<file path="config.mk">
export PLATFORM = sky130hd
export DESIGN_NAME = pong_sound_arbiter
export DESIGN_NICKNAME = d
export VERILOG_FILES = /design/src/rtl/pong_sound_arbiter.sv
export SDC_FILE = /design/constraint.sdc
export NUM_CORES = 1
export LEC_CHECK = 0
export BUFFER_PORTS_ARGS = -buffer_cell sky130_fd_sc_hd__buf_2
export CORE_MARGIN = 2
export CORE_UTILIZATION = 48
export DETAILED_ROUTE_END_ITERATION = 8
export SLEW_MARGIN = 25
export SYNTH_ARGS = -nofsm -noshare
export SYNTH_HDL_FRONTEND = slang
export SYNTH_SLANG_ARGS = --single-unit
</file>
<file path="constraint.sdc">
create_clock -name clk25 -period 4 [get_ports clk25]
set_clock_uncertainty 0.15 [all_clocks]
set_input_delay 0 -clock clk25 [delete_from_list [all_inputs] [get_ports clk25]]
set_output_delay 0 -clock clk25 [all_outputs]
set_load 0.05 [all_outputs]
</file>
<file path="src/rtl/pong_sound_arbiter.sv">
// Speaker arbiter for Pong: latches one-cycle sound events, grants by fixed
// priority with preemption, and plays a per-source square-wave tone plus gap.
module pong_sound_arbiter #(
   parameter int TICK_DIV  = 25000,
   parameter int HALF3     = 125000,
   parameter int HALF2     = 28409,
   parameter int HALF1     = 14205,
   parameter int HALF0     = 6250,
   parameter int DUR3      = 500,
   parameter int DUR2      = 60,
   parameter int DUR1      = 30,
   parameter int DUR0      = 5,
   parameter int GAP_TICKS = 10
) (
   input  logic       clk25,
   input  logic       Reset,
   input  logic [3:0] req,
   output logic       Speaker,
   output logic       busy,
   output logic [1:0] active_src,
   output logic       grant
);

   function automatic int imax(input int a, input int b);
      return (a > b) ? a : b;
   endfunction

   localparam int MAXP = imax(imax(imax(TICK_DIV, GAP_TICKS), imax(imax(HALF3, HALF2), imax(HALF1, HALF0))),
                              imax(imax(DUR3, DUR2), imax(DUR1, DUR0)));
   localparam int CW = $clog2(MAXP) + 1;

   typedef enum logic [1:0] {IDLE, PLAY, GAP} state_t;

   state_t          state_reg, state_next;
   logic [3:0]      pend_reg, pend_next;
   logic [1:0]      src_reg, src_next;
   logic            spk_reg, spk_next;
   logic            grant_reg, grant_next;
   logic [CW-1:0]   half_reg, half_next;
   logic [CW-1:0]   dur_reg, dur_next;
   logic [CW-1:0]   presc_reg, presc_next;
   logic [CW-1:0]   gap_reg, gap_next;

   logic [3:0]      any_req;
   logic [3:0]      req_keep;
   logic [1:0]      win;
   logic            wrap;
   logic            start;

   function automatic logic [CW-1:0] half_of(input logic [1:0] s);
      case (s)
         2'd3:    return CW'(HALF3 - 1);
         2'd2:    return CW'(HALF2 - 1);
         2'd1:    return CW'(HALF1 - 1);
         default: return CW'(HALF0 - 1);
      endcase
   endfunction

   function automatic logic [CW-1:0] dur_of(input logic [1:0] s);
      case (s)
         2'd3:    return CW'(DUR3);
         2'd2:    return CW'(DUR2);
         2'd1:    return CW'(DUR1);
         default: return CW'(DUR0);
      endcase
   endfunction

   function automatic logic [1:0] top_of(input logic [3:0] v);
      if (v[3])      return 2'd3;
      else if (v[2]) return 2'd2;
      else if (v[1]) return 2'd1;
      else           return 2'd0;
   endfunction

   always_comb begin
      any_req    = pend_reg | req;
      win        = top_of(any_req);
      wrap       = (presc_reg == CW'(TICK_DIV - 1));
      start      = 1'b0;
      state_next = state_reg;
      src_next   = src_reg;
      spk_next   = spk_reg;
      grant_next = 1'b0;
      half_next  = half_reg;
      dur_next   = dur_reg;
      presc_next = presc_reg;
      gap_next   = gap_reg;
      // A request from the playing source is a retrigger, never a pending event
      req_keep   = req;
      if (state_reg == PLAY)
         req_keep[src_reg] = 1'b0;
      pend_next  = pend_reg | req_keep;

      case (state_reg)
         IDLE: begin
            if (any_req != 4'd0)
               start = 1'b1;
         end
         PLAY: begin
            if (any_req != 4'd0 && win > src_reg) begin
               start = 1'b1;
            end else begin
               if (half_reg == '0) begin
                  spk_next  = ~spk_reg;
                  half_next = half_of(src_reg);
               end else begin
                  half_next = half_reg - CW'(1);
               end
               presc_next = wrap ? '0 : presc_reg + CW'(1);
               if (req[src_reg]) begin
                  dur_next = dur_of(src_reg);
               end else if (wrap) begin
                  if (dur_reg <= CW'(1)) begin
                     state_next = GAP;
                     spk_next   = 1'b0;
                     presc_next = '0;
                     gap_next   = CW'(GAP_TICKS);
                     dur_next   = '0;
                  end else begin
                     dur_next = dur_reg - CW'(1);
                  end
               end
            end
         end
         GAP: begin
            spk_next   = 1'b0;
            presc_next = wrap ? '0 : presc_reg + CW'(1);
            if (wrap) begin
               if (gap_reg <= CW'(1)) begin
                  state_next = IDLE;
                  gap_next   = '0;
               end else begin
                  gap_next = gap_reg - CW'(1);
               end
            end
         end
         default: state_next = IDLE;
      endcase

      if (start) begin
         state_next     = PLAY;
         grant_next     = 1'b1;
         src_next       = win;
         spk_next       = 1'b1;
         half_next      = half_of(win);
         dur_next       = dur_of(win);
         presc_next     = '0;
         pend_next[win] = 1'b0;
      end
   end

   always_ff @(posedge clk25 or negedge Reset) begin
      if (!Reset) begin
         state_reg <= IDLE;
         pend_reg  <= '0;
         src_reg   <= '0;
         spk_reg   <= 1'b0;
         grant_reg <= 1'b0;
         half_reg  <= '0;
         dur_reg   <= '0;
         presc_reg <= '0;
         gap_reg   <= '0;
      end else begin
         state_reg <= state_next;
         pend_reg  <= pend_next;
         src_reg   <= src_next;
         spk_reg   <= spk_next;
         grant_reg <= grant_next;
         half_reg  <= half_next;
         dur_reg   <= dur_next;
         presc_reg <= presc_next;
         gap_reg   <= gap_next;
      end
   end

   assign Speaker    = spk_reg;
   assign busy       = (state_reg != IDLE);
   assign active_src = src_reg;
   assign grant      = grant_reg;

endmodule

</file>
==> run summary <==
Routability cong. -> 0.870
CP max stage cell -> or3_1
Worst IR drop on VDD -> 0.376 mV
Cell Rows -> 37
Num CTS Buffers -> 9
Nets -> 638
Worst-skew pair later-pin latency -> 0.37 ns
Reg power frac -> 0.331
Post-CTS Setup Bufs -> 0
Post-Synthesis Net Count -> 626
Drt pass-1 iters -> 5
CP startpoint kind -> flop
Final setup fails -> 0
Max-slew headroom -> 0.342
Final Hold Fails -> 0
Synth top area share -> 0.402
Clock network fraction of total power -> 0.154
Wirelength per Cell -> 17.8 um
Sequential element share of the synthesized area -> 0.402
WP data required -> 4.12 ns
Internal power -> 1970 uW
Area leader, netlist -> dfrtp_1
Register Area -> 2050 um2
Leakage -> 0.00217 uW
Status -> finished, final reports clean
CP Class -> flop to flop
Max Slew Vio Count -> 0
Number of global-route vias before repair -> 4,580
Sinks on the clock net -> 82
Final Critical Period -> 3.42 ns
Reg2reg start -> pend_reg[3]
Initial Util -> 0.494
# port buffers -> 10
CP max FO -> 6
Total grt overflow -> 0
Syn Inst Count -> 602
Detail Placement HPWL -> 9.17 mm
Core Area -> 10,300 um2
Height of the chip -> 107 um
Clock Tree Root -> clkbuf_8
DR vias -> 4,705
WP data arrival -> 3.53 ns
Area added between synthesis and finish -> 8.56%
Pwr/cell area -> 670 nW/um2
CTS Buffer Depth -> 2
Initial antenna violation count -> 0
N_diodes -> 0
Main synth FF type -> dfrtp_1
Fin crit share -> 0.854
GRT Util Overall -> 0.251
Via density per instance -> 6.23
R2R Setup Slk -> 0.58 ns
Achievable Freq -> 293 MHz
Worst-Margin Slew -> 0.984 ns
Share of cells above drive strength 1 -> 0.0711
Count leader, synth -> dfrtp_1
Crit-path cells -> or2_1, or3_1, ha_1, nor2b_1, a2bb2oi_1, a21oi_1, a31oi_1, or2_2, mux2_2
Iteration-0 DRC Markers -> 340
Die area -> 11,500 um2
Slowest stage delay, CP -> 0.43 ns
Setup total negative slack -> 0 ns
Synthesized cell area -> 5100 um2
Comb pwr share -> 0.515
Number of H-tree levels -> 3
Top post-synthesis cells by count -> dfrtp_1 (82), nand2_1 (64), nor2_1 (62), o21ai_0 (45), a21oi_1 (41)
Largest net degree at the start of global routing -> 83
RR Endpoint -> gap_reg[1]
Antenna Nets Post-Route -> 0
Dominant cells by area after synthesis -> dfrtp_1 (40%), nand2_1 (4.7%), nor2_1 (4.6%)
Drc violations -> 0
Sw power -> 1740 uW
TritonCTS clock tree -> done
Area of the multi-input gates -> 2890 um2
Synthesis Warnings -> 0
Fraction of registers with async set/reset -> 1.00
Filler cells -> 948
Hold Crit Class -> primary input to async pin
Synth cell types -> 63
Number of synthesized register bits -> 82
Reg clk slew, reported paths -> 0.09 ns
Unrepaired setup endpoints after global routing -> no
Depth of the most critical reg-to-reg path -> 9
Mapped Avg Cell Area -> 8.47 um2
Fin util -> 0.536
Final wirelength -> 13.4 mm
DIE WIDTH -> 107 um
Post-synth EDFFs -> 0
Max_cap viols -> 0
Switching part of the total -> 0.469
First-pass GRT wire length -> 22.8 mm
Num ports -> 11
Worst setup EP type -> flop
[power by group through the flow]
stage	combinational [uW]	clock, uW	sequential (uW)
global placement	1850	0	1230
global route	2130	625	1260
detailed placement	1880	0	1240
CTS	1890	589	1220
floorplan	1350	0	1230
finish	1910	571	1230
[cell type report]
type	instances	share of cell area
multi-input combinational	478	0.522
sequential	82	0.371
timing repair buffer	24	0.0314
tap	136	0.0307
clock buffer	12	0.0280
inverter	19	0.0129
clock inverter	4	0.00429
[critical path, delay by kind of cell, from the launching register on]
family	cells	cell delay [ns]
multiplexers	1	0.32
AND/OR/NAND/NOR	4	1.16
AO/OA/AOI/OAI	3	0.94
flip-flops	1	0.39
adder cells (fa/ha/maj)	1	0.36
[cell usage in the layout (no fill, tap or decap), types with 6 or more instances in the layout]
cell      Yosys  routed
or3_1        12      12
nand4_1       6       6
and3_1        7       7
inv_1        18      18
a31oi_1      21      20
or4_1         6       6
nand2_1      64      64
xor2_1        7       7
dfrtp_1      82      82
nor4_1       17      17
buf_2         2       9
nand3_1      25      25
buf_4         1       9
ha_1         18      18
nor3_1       28      28
a211oi_1      6       6
a21oi_1      41      41
o31ai_1      16      16
clkbuf_8      0      11
xnor2_1      11      11
nor2_1       62      62
o21ai_0      45      45
[timing repair]
action,4_1_cts,5_1_grt
endpoints found under the hold margin,87,0
resized for setup,0,0
hold buffers,5,0
setup endpoints to repair,0,0
[kinds of logic (layout without fill, tap and decap cells)]
family,after synthesis,in the layout,synth area share
XOR/XNOR,18,18,0.0309
flip-flops,82,82,0.402
adder cells (fa/ha/maj),18,18,0.0442
buffers and inverters,42,59,0.0321
AO/OA/AOI/OAI,182,182,0.229
multiplexers,3,3,0.00859
AND/OR/NAND/NOR,257,257,0.253
[worst max-delay path by stage]
stage / from / to / slack, ns / cells past startpoint
global route: pend_reg[3] / dur_reg[16] / 0.39 / 9
global placement: pend_reg[3] / gap_reg[1] / 0.75 / 9
detailed placement: pend_reg[3] / dur_reg[16] / 0.66 / 9
floorplan: pend_reg[3] / dur_reg[16] / 1.05 / 10
finish: pend_reg[3] / gap_reg[1] / 0.58 / 9
CTS: pend_reg[3] / dur_reg[16] / 0.63 / 9
[through the flow]
step	cell area [um2]	setup WS [ns]	total power, uW	std cells	hold slack [ns]
detailed placement	5310	0.656	3120	734	-0.0440
floorplan	5100	1.05	2570	602	-0.446
global route	5540	0.390	4020	755	0.167
finish	5540	0.583	3710	755	0.0784
global placement	5300	0.749	3090	734	0.106
CTS	5540	0.630	3700	755	0.124
[routing by layer]
metal / part of all wire / track usage / wire length [um] / vias to the layer above
met2: 0.47 / 0.397 / 6240 / 111
li1: - / - / - / 2281
met4: 0.018 / 0.0965 / 240 / 0
met5: 0 / 0 / 0 / -
met3: 0.041 / 0.0401 / 546 / 21
met1: 0.48 / 0.346 / 6380 / 2292
Note: power is estimated with default switching activity, not from simulation.
